$ cat config.mk
export PLATFORM = sky130hd
export DESIGN_NAME = out_port_display_flat
export DESIGN_NICKNAME = d
export VERILOG_FILES = /design/src/rtl/out_port_display_pkg.sv /design/src/rtl/out_port_display_if.sv /design/src/rtl/out_word_fifo.sv /design/src/rtl/out_port_display.sv /design/src/flat_wrapper.sv
export SDC_FILE = /design/constraint.sdc
export NUM_CORES = 1
export LEC_CHECK = 0
export CAP_MARGIN = 10
export CORE_MARGIN = 2
export CORE_UTILIZATION = 25
export CTS_CLUSTER_SIZE = 14
export DETAILED_ROUTE_END_ITERATION = 16
export RECOVER_POWER = 100
export SLEW_MARGIN = 10
export SYNTH_ARGS = -nofsm -noshare
export SYNTH_HDL_FRONTEND = slang
export SYNTH_SLANG_ARGS = --single-unit
$ cat constraint.sdc
create_clock -name main_clk -period 4.4 [get_ports main_clk]
set_clock_uncertainty 0.2 [all_clocks]
set_input_delay 0.44 -clock main_clk [delete_from_list [all_inputs] [get_ports main_clk]]
set_output_delay 0.44 -clock main_clk [all_outputs]
set_load 0.01 [all_outputs]
$ cat src/rtl/out_port_display_pkg.sv
// Shared definitions for the output-port display block: FSM state
// encoding, hex-to-7-segment table (active-high gfedcba) and the blank
// pattern driven onto the active-low segment lines.
package out_port_display_pkg;

  typedef enum logic [1:0] {
    ST_IDLE = 2'd0,  // nothing shown yet (or after reset): display blank
    ST_HOLD = 2'd1,  // current word still inside its minimum display time
    ST_WAIT = 2'd2   // minimum time served, no new word: keep last word
  } disp_state_t;

  // Active-low segment value for a dark digit.
  localparam logic [6:0] SEG_BLANK = 7'h7F;

  // Active-high {g,f,e,d,c,b,a}, indexed by nibble value (entry 15 first).
  localparam logic [15:0][6:0] HEX_SEG = {
    7'h71, 7'h79, 7'h5E, 7'h39, 7'h7C, 7'h77, 7'h6F, 7'h7F,
    7'h07, 7'h7D, 7'h6D, 7'h66, 7'h4F, 7'h5B, 7'h06, 7'h3F
  };

  // Active-low segment pattern for one hex nibble.
  function automatic logic [6:0] hex_to_seg_n(input logic [3:0] nib);
    return ~HEX_SEG[nib];
  endfunction

endpackage

$ cat src/rtl/out_port_display_if.sv
// CPU output-port write bus: one-cycle write strobe plus the word split
// into MSB/LSB bytes.
// master: CPU side (drives everything); slave: display side (samples).
interface out_port_display_if;
  logic       OUT_MW;      // each high cycle carries one word
  logic [7:0] OUTPUT_LSB;  // word bits [7:0]
  logic [7:0] OUTPUT_MSB;  // word bits [15:8]

  modport master (output OUT_MW, output OUTPUT_LSB, output OUTPUT_MSB);
  modport slave  (input  OUT_MW, input  OUTPUT_LSB, input  OUTPUT_MSB);
endinterface

$ cat src/rtl/out_word_fifo.sv
// Purpose: small synchronous show-ahead FIFO for captured output words.
// Latency: a pushed word is visible on dout the edge after it is written.
// Backpressure: push is ignored when full unless a pop happens on the same edge.
// Ports: clk, rst_n (async active-low), push/din, pop, dout (head), full, empty.
module out_word_fifo #(
  parameter int WIDTH = 16,
  parameter int DEPTH = 4
) (
  input  logic             clk,
  input  logic             rst_n,
  input  logic             push,
  input  logic             pop,
  input  logic [WIDTH-1:0] din,
  output logic [WIDTH-1:0] dout,
  output logic             full,
  output logic             empty
);

  localparam int AW = $clog2(DEPTH);

  logic [WIDTH-1:0] mem [DEPTH];
  logic [AW-1:0]    wr_ptr;
  logic [AW-1:0]    rd_ptr;
  logic [AW:0]      count;
  logic             wr_en;
  logic             rd_en;

  assign rd_en = pop && !empty;
  // A pop on the same edge frees a slot, so a full FIFO can still accept.
  assign wr_en = push && (!full || rd_en);

  assign full  = (count == (AW+1)'(DEPTH));
  assign empty = (count == '0);
  assign dout  = mem[rd_ptr];

  always_ff @(posedge clk) begin
    if (wr_en) begin
      mem[wr_ptr] <= din;
    end
  end

  // Pointers wrap naturally because DEPTH is a power of two.
  always_ff @(posedge clk or negedge rst_n) begin
    if (!rst_n) begin
      wr_ptr <= '0;
      rd_ptr <= '0;
      count  <= '0;
    end else begin
      if (wr_en) wr_ptr <= wr_ptr + AW'(1);
      if (rd_en) rd_ptr <= rd_ptr + AW'(1);
      case ({wr_en, rd_en})
        2'b10:   count <= count + (AW+1)'(1);
        2'b01:   count <= count - (AW+1)'(1);
        default: count <= count;
      endcase
    end
  end

endmodule

$ cat src/rtl/out_port_display.sv
// Purpose: buffer CPU output-port words and show each on a 4-digit muxed 7-seg display.
// Latency: word written into an empty FIFO while idle/waiting reaches shown_word next edge.
// Backpressure: none to the CPU; a word arriving with the FIFO full (and no pop) is dropped, overflow sticks.
// Ports: main_clk, rst (async active-low), bus (write strobe + word), shown_word,
//        word_valid, fifo_full, overflow, an_n (digit enables), seg_n (gfedcba), all active-low display lines.
module out_port_display
  import out_port_display_pkg::*;
#(
  parameter int FIFO_DEPTH  = 4,
  parameter int HOLD_CYCLES = 1000,
  parameter int SCAN_DIV    = 16
) (
  input  logic                main_clk,
  input  logic                rst,
  out_port_display_if.slave   bus,
  output logic [15:0]         shown_word,
  output logic                word_valid,
  output logic                fifo_full,
  output logic                overflow,
  output logic [3:0]          an_n,
  output logic [6:0]          seg_n
);

  localparam int HW = $clog2(HOLD_CYCLES);
  localparam int SW = (SCAN_DIV > 1) ? $clog2(SCAN_DIV) : 1;
  localparam logic [HW-1:0] HOLD_LOAD = HW'(HOLD_CYCLES - 1);
  localparam logic [SW-1:0] SCAN_LAST = SW'(SCAN_DIV - 1);

  disp_state_t   state;
  disp_state_t   state_nxt;
  logic [HW-1:0] hold_cnt;
  logic          pop;
  logic [15:0]   fifo_head;
  logic          fifo_empty;
  logic [SW-1:0] scan_cnt;
  logic [1:0]    digit_idx;
  logic [3:0]    nibble;

  out_word_fifo #(
    .WIDTH (16),
    .DEPTH (FIFO_DEPTH)
  ) u_fifo (
    .clk   (main_clk),
    .rst_n (rst),
    .push  (bus.OUT_MW),
    .pop   (pop),
    .din   ({bus.OUTPUT_MSB, bus.OUTPUT_LSB}),
    .dout  (fifo_head),
    .full  (fifo_full),
    .empty (fifo_empty)
  );

  // Next-state / pop decision. Every pop is also a display load.
  always_comb begin
    state_nxt = state;
    pop       = 1'b0;
    case (state)
      ST_IDLE, ST_WAIT: begin
        if (!fifo_empty) begin
          pop       = 1'b1;
          state_nxt = ST_HOLD;
        end
      end
      ST_HOLD: begin
        if (hold_cnt == '0) begin
          if (!fifo_empty) pop = 1'b1;
          else             state_nxt = ST_WAIT;
        end
      end
      default: state_nxt = ST_IDLE;
    endcase
  end

  always_ff @(posedge main_clk or negedge rst) begin
    if (!rst) begin
      state      <= ST_IDLE;
      hold_cnt   <= '0;
      shown_word <= '0;
      word_valid <= 1'b0;
      overflow   <= 1'b0;
    end else begin
      state <= state_nxt;
      if (pop) begin
        shown_word <= fifo_head;
        word_valid <= 1'b1;
        // Loading N-1 and expiring on zero gives exactly HOLD_CYCLES cycles.
        hold_cnt   <= HOLD_LOAD;
      end else if (state == ST_HOLD && hold_cnt != '0) begin
        hold_cnt <= hold_cnt - HW'(1);
      end
      if (bus.OUT_MW && fifo_full && !pop) begin
        overflow <= 1'b1;
      end
    end
  end

  // Free-running digit scan; keeps counting while the display is blank.
  always_ff @(posedge main_clk or negedge rst) begin
    if (!rst) begin
      scan_cnt  <= '0;
      digit_idx <= '0;
    end else if (scan_cnt == SCAN_LAST) begin
      scan_cnt  <= '0;
      digit_idx <= digit_idx + 2'd1;
    end else begin
      scan_cnt <= scan_cnt + SW'(1);
    end
  end

  assign nibble = shown_word[{digit_idx, 2'b00} +: 4];

  // Registered display drive: reflects digit/word/state one cycle late.
  always_ff @(posedge main_clk or negedge rst) begin
    if (!rst) begin
      an_n  <= 4'b1111;
      seg_n <= SEG_BLANK;
    end else if (state == ST_IDLE) begin
      an_n  <= 4'b1111;
      seg_n <= SEG_BLANK;
    end else begin
      an_n  <= ~(4'b0001 << digit_idx);
      seg_n <= hex_to_seg_n(nibble);
    end
  end

endmodule

$ cat src/flat_wrapper.sv
// flat-port wrapper written by rule: the top's interface ports become plain ports
module out_port_display_flat import out_port_display_pkg::*;
#(
  parameter int FIFO_DEPTH  = 4,
  parameter int HOLD_CYCLES = 1000,
  parameter int SCAN_DIV    = 16
)
  (main_clk, rst, shown_word, word_valid, fifo_full, overflow, an_n, seg_n, bus_OUT_MW, bus_OUTPUT_LSB, bus_OUTPUT_MSB);
  out_port_display_if bus_i ();
  input  logic main_clk;
  input  logic rst;
  output logic [15:0] shown_word;
  output logic word_valid;
  output logic fifo_full;
  output logic overflow;
  output logic [3:0] an_n;
  output logic [6:0] seg_n;
  input wire logic [$bits(bus_i.OUT_MW)-1:0] bus_OUT_MW;
  input wire logic [$bits(bus_i.OUTPUT_LSB)-1:0] bus_OUTPUT_LSB;
  input wire logic [$bits(bus_i.OUTPUT_MSB)-1:0] bus_OUTPUT_MSB;
  assign bus_i.OUT_MW = bus_OUT_MW;
  assign bus_i.OUTPUT_LSB = bus_OUTPUT_LSB;
  assign bus_i.OUTPUT_MSB = bus_OUTPUT_MSB;
  out_port_display #(.FIFO_DEPTH(FIFO_DEPTH), .HOLD_CYCLES(HOLD_CYCLES), .SCAN_DIV(SCAN_DIV)) u_core (.main_clk(main_clk), .rst(rst), .bus(bus_i), .shown_word(shown_word), .word_valid(word_valid), .fifo_full(fifo_full), .overflow(overflow), .an_n(an_n), .seg_n(seg_n));
endmodule
### Yosys cells after proc, flatten, opt, wreduce, memory -nomap -nowiden

Memory sizes are Yosys's and may differ from the RTL's. A register that Yosys moved wholly into a read port is not among the register bits.
Cells that the tools add are included.

* $add $sub $neg: 7
* magnitude comparators: 1
* eq/ne operators: 9
* shift-type cells: 2
* muxes and demuxes: 16
* bitwise operators: 2
* reductions and logical operators: 18

Operators with widths (number)
* 10-bit 2-to-1 mux: 2
* 16-bit by 5-bit indexed part select with 4-bit output: 1
* 7-bit 2-to-1 mux: 2
* 10-bit zero test: 1
* 10-bit nonzero test: 1
* 10-bit by 1-bit subtractor with 10-bit output, second input constant: 1
* 4-bit 2-to-1 mux: 2
* 7-bit inverter: 1
* 2-bit by 1-bit adder with 2-bit output, second input constant: 3
* 2-bit 2-to-1 mux: 3
* 3-bit case mux with 2 select lines: 1
* 1-bit logical AND: 5
* 4-bit by 5-bit < comparator with 1-bit output, second input constant: 1
* 4-bit by 1-bit adder with 4-bit output, second input constant: 1
* 2-bit by 1-bit == test with 1-bit output, second input constant: 2
* 2-bit == test, second input constant: 2
* 4-bit == test, second input constant: 1
* 1-bit zero test: 4
* 1-bit 2-to-1 mux: 4
* 2-bit by 1-bit != test with 1-bit output, second input constant: 2
* 4-bit inverter: 1
* 2-bit case mux with 2 select lines: 1
* 2-bit nonzero test: 2
* 1-bit by 2-bit << shifter with 4-bit output, first input constant: 1
* other kinds (10): 10

* register bits after elaboration: 38
* RAM bits: 64
* bits in read-only memories: 112
* bits of input ports: 19
* output and inout bits: 30
* word-level logic and storage cells: 68
* memories kept: 2

Memories
* (name not given): depth 16, width 7, read ports 1, clocked after memory_dff 0, write ports 0, line out_port_display_pkg.sv:23 `return ~HEX_SEG[nib];`
* u_core.u_fifo.mem: depth 4, width 16, read ports 1, clocked after memory_dff 1, write ports 1, line out_word_fifo.sv:21 `logic [WIDTH-1:0] mem [DEPTH];`

### Longest topological paths before layout

* depth in word-level cells: 9
* mapped depth: 11
* depth with buffers taken out: 10

### Cells and area by module

From an unflattened synthesis, not the netlist that was laid out.

* cell total of the unflattened synthesis: 358
* area total of the unflattened synthesis: 5133.7 um^2

Modules (own cells, without submodules)
* out_word_fifo: instances 1, cells each 138, area each 2831.5 um^2, seq. area each 2097.0 um^2
* out_port_display: instances 1, cells each 220, area each 2302.2 um^2, seq. area each 1189.9 um^2

### Worst setup path after synthesis

OpenSTA, ideal clock, no wires.

* path type: reg-to-reg
* from: reg u_core.hold_cnt[0]
* to: reg u_core.u_fifo.count[2]
* arrival time: 2.819 ns
* required time: 4.113 ns
* slack: 1.294 ns
* cell stages (with the launch flop): 11
* path buffers: 1
* clock period less this slack: 3.106 ns
* cells stage by stage: dfrtp_1 inv_1 ha_1 or4b_2 o41ai_4 buf_4 nand3_1 fa_1 nand2b_1 or3_1 o211ai_1

* word-level cells in the longest chain between the ends: 8
* elaborated cells on any way between the ends: 10
* those cells by class: eq/ne (2); mux (3); reduce/logical (5)

RTL lines
* start, declared: line out_port_display.sv:31 `logic [HW-1:0] hold_cnt;`
* start signal, assigned: line out_port_display.sv:89 `hold_cnt <= hold_cnt - HW'(1);`
* 10-bit zero test (*): line out_port_display.sv:65 `if (hold_cnt == '0) begin`
* 1-bit 2-to-1 mux (*): line out_port_display.sv:65
* 1-bit case mux with 2 select lines (*): line out_port_display.sv:57 `case (state)`
* 1-bit logical AND (*): line out_word_fifo.sv:28 `assign rd_en = pop && !empty;`
* 1-bit logical OR: line out_word_fifo.sv:30 `assign wr_en = push && (!full || rd_en);`
* 1-bit logical AND: line out_word_fifo.sv:30
* 2-bit by 1-bit == test with 1-bit output or 2-bit == test (tied branches): line out_word_fifo.sv:51 `case ({wr_en, rd_en})`
* 3-bit case mux with 2 select lines or 2-bit nonzero test (tied branches)
* end signal, assigned: line out_word_fifo.sv:52 `2'b10: count <= count + (AW+1)'(1);`
* end signal, assigned: line out_word_fifo.sv:53 `2'b01: count <= count - (AW+1)'(1);`
* end signal, assigned: line out_word_fifo.sv:54 `default: count <= count;`
* end, declared: line out_word_fifo.sv:24 `logic [AW:0] count;`

Every way passes the cells marked *; elsewhere a longest branch is shown, timed or not.
A chain may end at the register's enable or synchronous reset.

### Worst setup path in the final report

* from: reg u_core.hold_cnt[0]
* to: mem u_core.u_fifo.mem[1][15], enable pin

* word-level cells in the longest chain between the ends: 8

RTL lines
* 10-bit zero test: line out_port_display.sv:65
* 1-bit 2-to-1 mux: line out_port_display.sv:65
* 1-bit case mux with 2 select lines: line out_port_display.sv:57
* 1-bit logical AND: line out_word_fifo.sv:28
* 1-bit logical OR: line out_word_fifo.sv:30
* 1-bit logical AND: line out_word_fifo.sv:30
* 1-bit 2-to-1 mux: line out_word_fifo.sv:37 `if (wr_en) begin`
* 1-bit 2-to-1 mux (implied by the code): line out_word_fifo.sv:38 `mem[wr_ptr] <= din;`
* end, declared: line out_word_fifo.sv:21

Every way passes these cells.

==> impl_metrics.py <==
metrics = {
    "status": {
        "status": "finished, final reports clean",
    },
    "cts": {
        "cts_sinks": 118,
        "clkLatencyLatePin_ns": 0.41,
        "cts_tree": "done",
        "clockRootBuffer": "clkbuf_16",
        "clk_path_buf_depth": 2,
        "numCtsBuffers": 17,
        "cts_setup_buffers": 0,
        "htreeDepth": 4,
        "post_cts_resized": 0,
        "clk_pin_slew_worst_paths_ns": 0.05,
    },
    "cells_and_area": {
        "nets": 411,
        "fillers": 1922,
        "syn_to_final_growth_pct": 26.57,
        "antenna_cells": 0,
        "multi_input_area_um2": 1640,
        "fin_util_pct": 32.01,
        "drive_above_1_share_pct": 21.34,
        "seqCellArea_um2": 3287,
    },
    "routing": {
        "antenna_left": 0,
        "wl_per_cell_um": 15.43,
        "avgViaCountPerCell": 4.288,
        "post-route-drc-count": 0,
        "num_vias": 2826,
        "routed_wl_mm": 10.17,
        "drt_iter0_drc": 194,
        "drt-pass1-iter-count": 5,
    },
    "floorplanning": {
        "floorplan.initialDensity_pct": 25.29,
        "core_um2": 20100,
        "die_area_um2": 21500,
        "dieWidth_um": 146.6,
        "die-height_um": 146.6,
        "core.rowCount": 52,
        "io_pins": 49,
    },
    "logic_synthesis": {
        "synth_top_area_share_pct": 37.80,
        "synth-main-ff-cell": "edfxtp_1",
        "syn_area_per_cell_um2": 15.89,
        "ys_seq_area_share_pct": 64.64,
        "yosys-top-cells-count": "edfxtp_1 (64), dfrtp_1 (43), mux4_2 (21)",
        "synth_nets": 355,
        "synth-edff-count": 64,
        "syn-instance-count": 320,
        "yosys_warnings": 0,
        "syn_area_um2": 5085,
        "yosys.area.top_type": "edfxtp_1",
        "async_reset_ff_share_pct": 45.76,
        "synth-seq-cells": 118,
        "ys_types": 45,
        "synth.most_common_cell": "edfxtp_1",
        "yosys-top-cells-area": "edfxtp_1 (38%), dfrtp_1 (21%), mux4_2 (9.3%)",
    },
    "power_and_ir_drop": {
        "p_leak_nw": 2.373,
        "p_total_mw": 4.245,
        "p_per_area_nw_per_um2": 659.6,
        "peakVddDrop_mv": 0.3045,
    },
    "timing": {
        "hold_violations": 0,
        "tightest_slew_ns": 1.276,
        "finalMaxSlewViolations": 0,
        "final.setup.tns_ns": 0,
        "fin_crit_ns": 3.866,
        "rsz0062_at_grt": "false",
        "slew-limit-headroom_pct": 14.86,
        "fmax_mhz": 258.6,
        "fin_crit_sh_pct": 87.87,
        "setup_violations": 0,
    },
    "critical_path": {
        "critPathMaxFanout": 16,
        "end_kind": "flip-flop",
        "critical_path.startpoint_type": "flip-flop",
        "cp_cell_sequence": "inv_1, ha_1, or4b_2, o41ai_4, o21a_4, and2_0",
        "slowest_stage": "and2_0",
        "cp.arrival_ns": 3.68,
        "worst_ep_required_time_ns": 4.22,
        "crit_family": "simple AND/OR/NAND/NOR gates",
        "cpPeakStageDelay_ns": 0.98,
        "crit_type": "reg -> reg",
        "cp_num_buf_inv": 1,
    },
    "grt": {
        "grt_use_total_pct": 10.15,
        "antenna_found_initial": 0,
        "grt_pass1_vias": 2949,
        "grt_max_degree": 55,
        "grt_pass1_wl_mm": 16.59,
        "grt-ovfl-total": 0,
    },
    "placed_design": {
        "hpwl_mm": 6.902,
        "gp_congestion": 0.7316,
        "port_buffers": 48,
    },
    "job": {
        "cap_violations": 0,
    },
    "hold_path": {
        "hold_class": "reg -> reg",
    },
}
==> repair_timing <==
| action | CTS | global route |
|---|---|---|
| endpoints found under the setup margin | 0 | 0 |
| hold buffers | 1 | 0 |
| endpoints found under the hold margin | 34 | 0 |
==> metal layers <==
metal / up-vias / track usage (%) / share of wire, %
met3: 10 / 3.969 / 5.8
met5: - / 0 / 0
met1: 1415 / 12.85 / 44
met4: 0 / 3.641 / 1.1
met2: 80 / 15.82 / 49
li1: 1321 / - / -
==> cell type report <==
cell class,instances,area share [%]
repair buffers,50,7.659
multi-input cells,171,25.49
clock inverters,11,2.333
well taps,270,5.249
inverters,18,1.050
flip-flops and latches,118,51.07
clock buffers,21,7.154
==> path summary, 6_finish.rpt <==
check,start,endpoint,slack (ns),cells after the start
worst max-delay path,u_core.hold_cnt[0]$_DFFE_PN0P_,u_core.u_fifo.mem[1][15]$_DFFE_PP_,0.53,6
worst min-delay path,u_core.word_valid$_DFFE_PN0P_,u_core.word_valid$_DFFE_PN0P_,0.25,1
worst max register to register,u_core.hold_cnt[0]$_DFFE_PN0P_,u_core.u_fifo.mem[1][15]$_DFFE_PP_,0.53,6
worst min register to register,u_core.word_valid$_DFFE_PN0P_,u_core.word_valid$_DFFE_PN0P_,0.25,1
max in group asynchronous,rst,u_core.shown_word[15]$_DFFE_PN0P_,3.03,3
min in group asynchronous,rst,u_core.hold_cnt[8]$_DFFE_PN0P_,0.51,3
==> worst register-to-register path: stages, from the launching register on <==
cell and delay, ns:
dfrtp_1 0.37, inv_1 0.08, ha_1 0.21, or4b_2 0.69, o41ai_4 0.67, o21a_4 0.28, and2_0 0.98
==> sequential cells by signal, indices dropped and copies added (netlist names) <==
name,cells
u_core.an_n,4
u_core.digit_idx,2
u_core.hold_cnt,10
u_core.overflow,1
u_core.scan_cnt,4
u_core.seg_n,7
u_core.shown_word,16
u_core.state,2
u_core.u_fifo.count,3
u_core.u_fifo.mem,64
u_core.u_fifo.rd_ptr,2
u_core.u_fifo.wr_ptr,2
u_core.word_valid,1
==> report_power, final <==
group	leakage, nW	switching, mW	total (mW)	internal, mW
Sequential	1.19	0.246	1.74	1.49
Clock	0.294	0.484	1.41	0.922
Combinational	0.890	0.519	1.10	0.581
Total	2.37	1.25	4.25	3.00
==> stage by stage <==
stage	cell area (um^2)	setup slack (ns)	instances	hold WS (ns)
2_1_floorplan	5085	1.294	320	-0.05559
3_3_place_gp	5841	0.9034	626	0.2559
3_5_place_dp	5841	0.8004	626	0.2536
4_1_cts	6461	0.7876	659	0.2678
5_1_grt	6436	0.2732	659	0.2799
6_report	6436	0.5336	659	0.2541
==> layout by cell type (no fill, tap or decap), types with 4 or more instances in the layout <==
master,netlist,layout
dfstp_2,11,11
inv_1,18,18
xnor2_1,6,6
nand2b_1,6,6
ha_1,15,15
nand3_1,8,8
mux2_2,10,10
dfrtp_1,43,43
o211ai_1,4,4
o31ai_1,5,4
mux2_1,1,9
nor2_1,10,10
a21oi_1,6,6
o21ai_0,9,9
clkbuf_16,0,17
mux2i_1,5,5
or3_1,5,5
mux4_2,21,21
dlygate4sd3_1,0,47
nand2_1,16,16
edfxtp_1,64,64
==> kinds of logic (layout without fill, tap and decap cells) <==
group	count (synthesis)	count (layout)	share of synthesized area [%]
flops	118	118	64.64
mux	45	45	15.08
xor+xnor	9	9	1.550
compound gates	37	37	5.364
simple gates	64	64	6.669
fa+ha+maj	16	16	4.085
buf+inv	31	100	2.608
(Power assumes the default switching activity.)
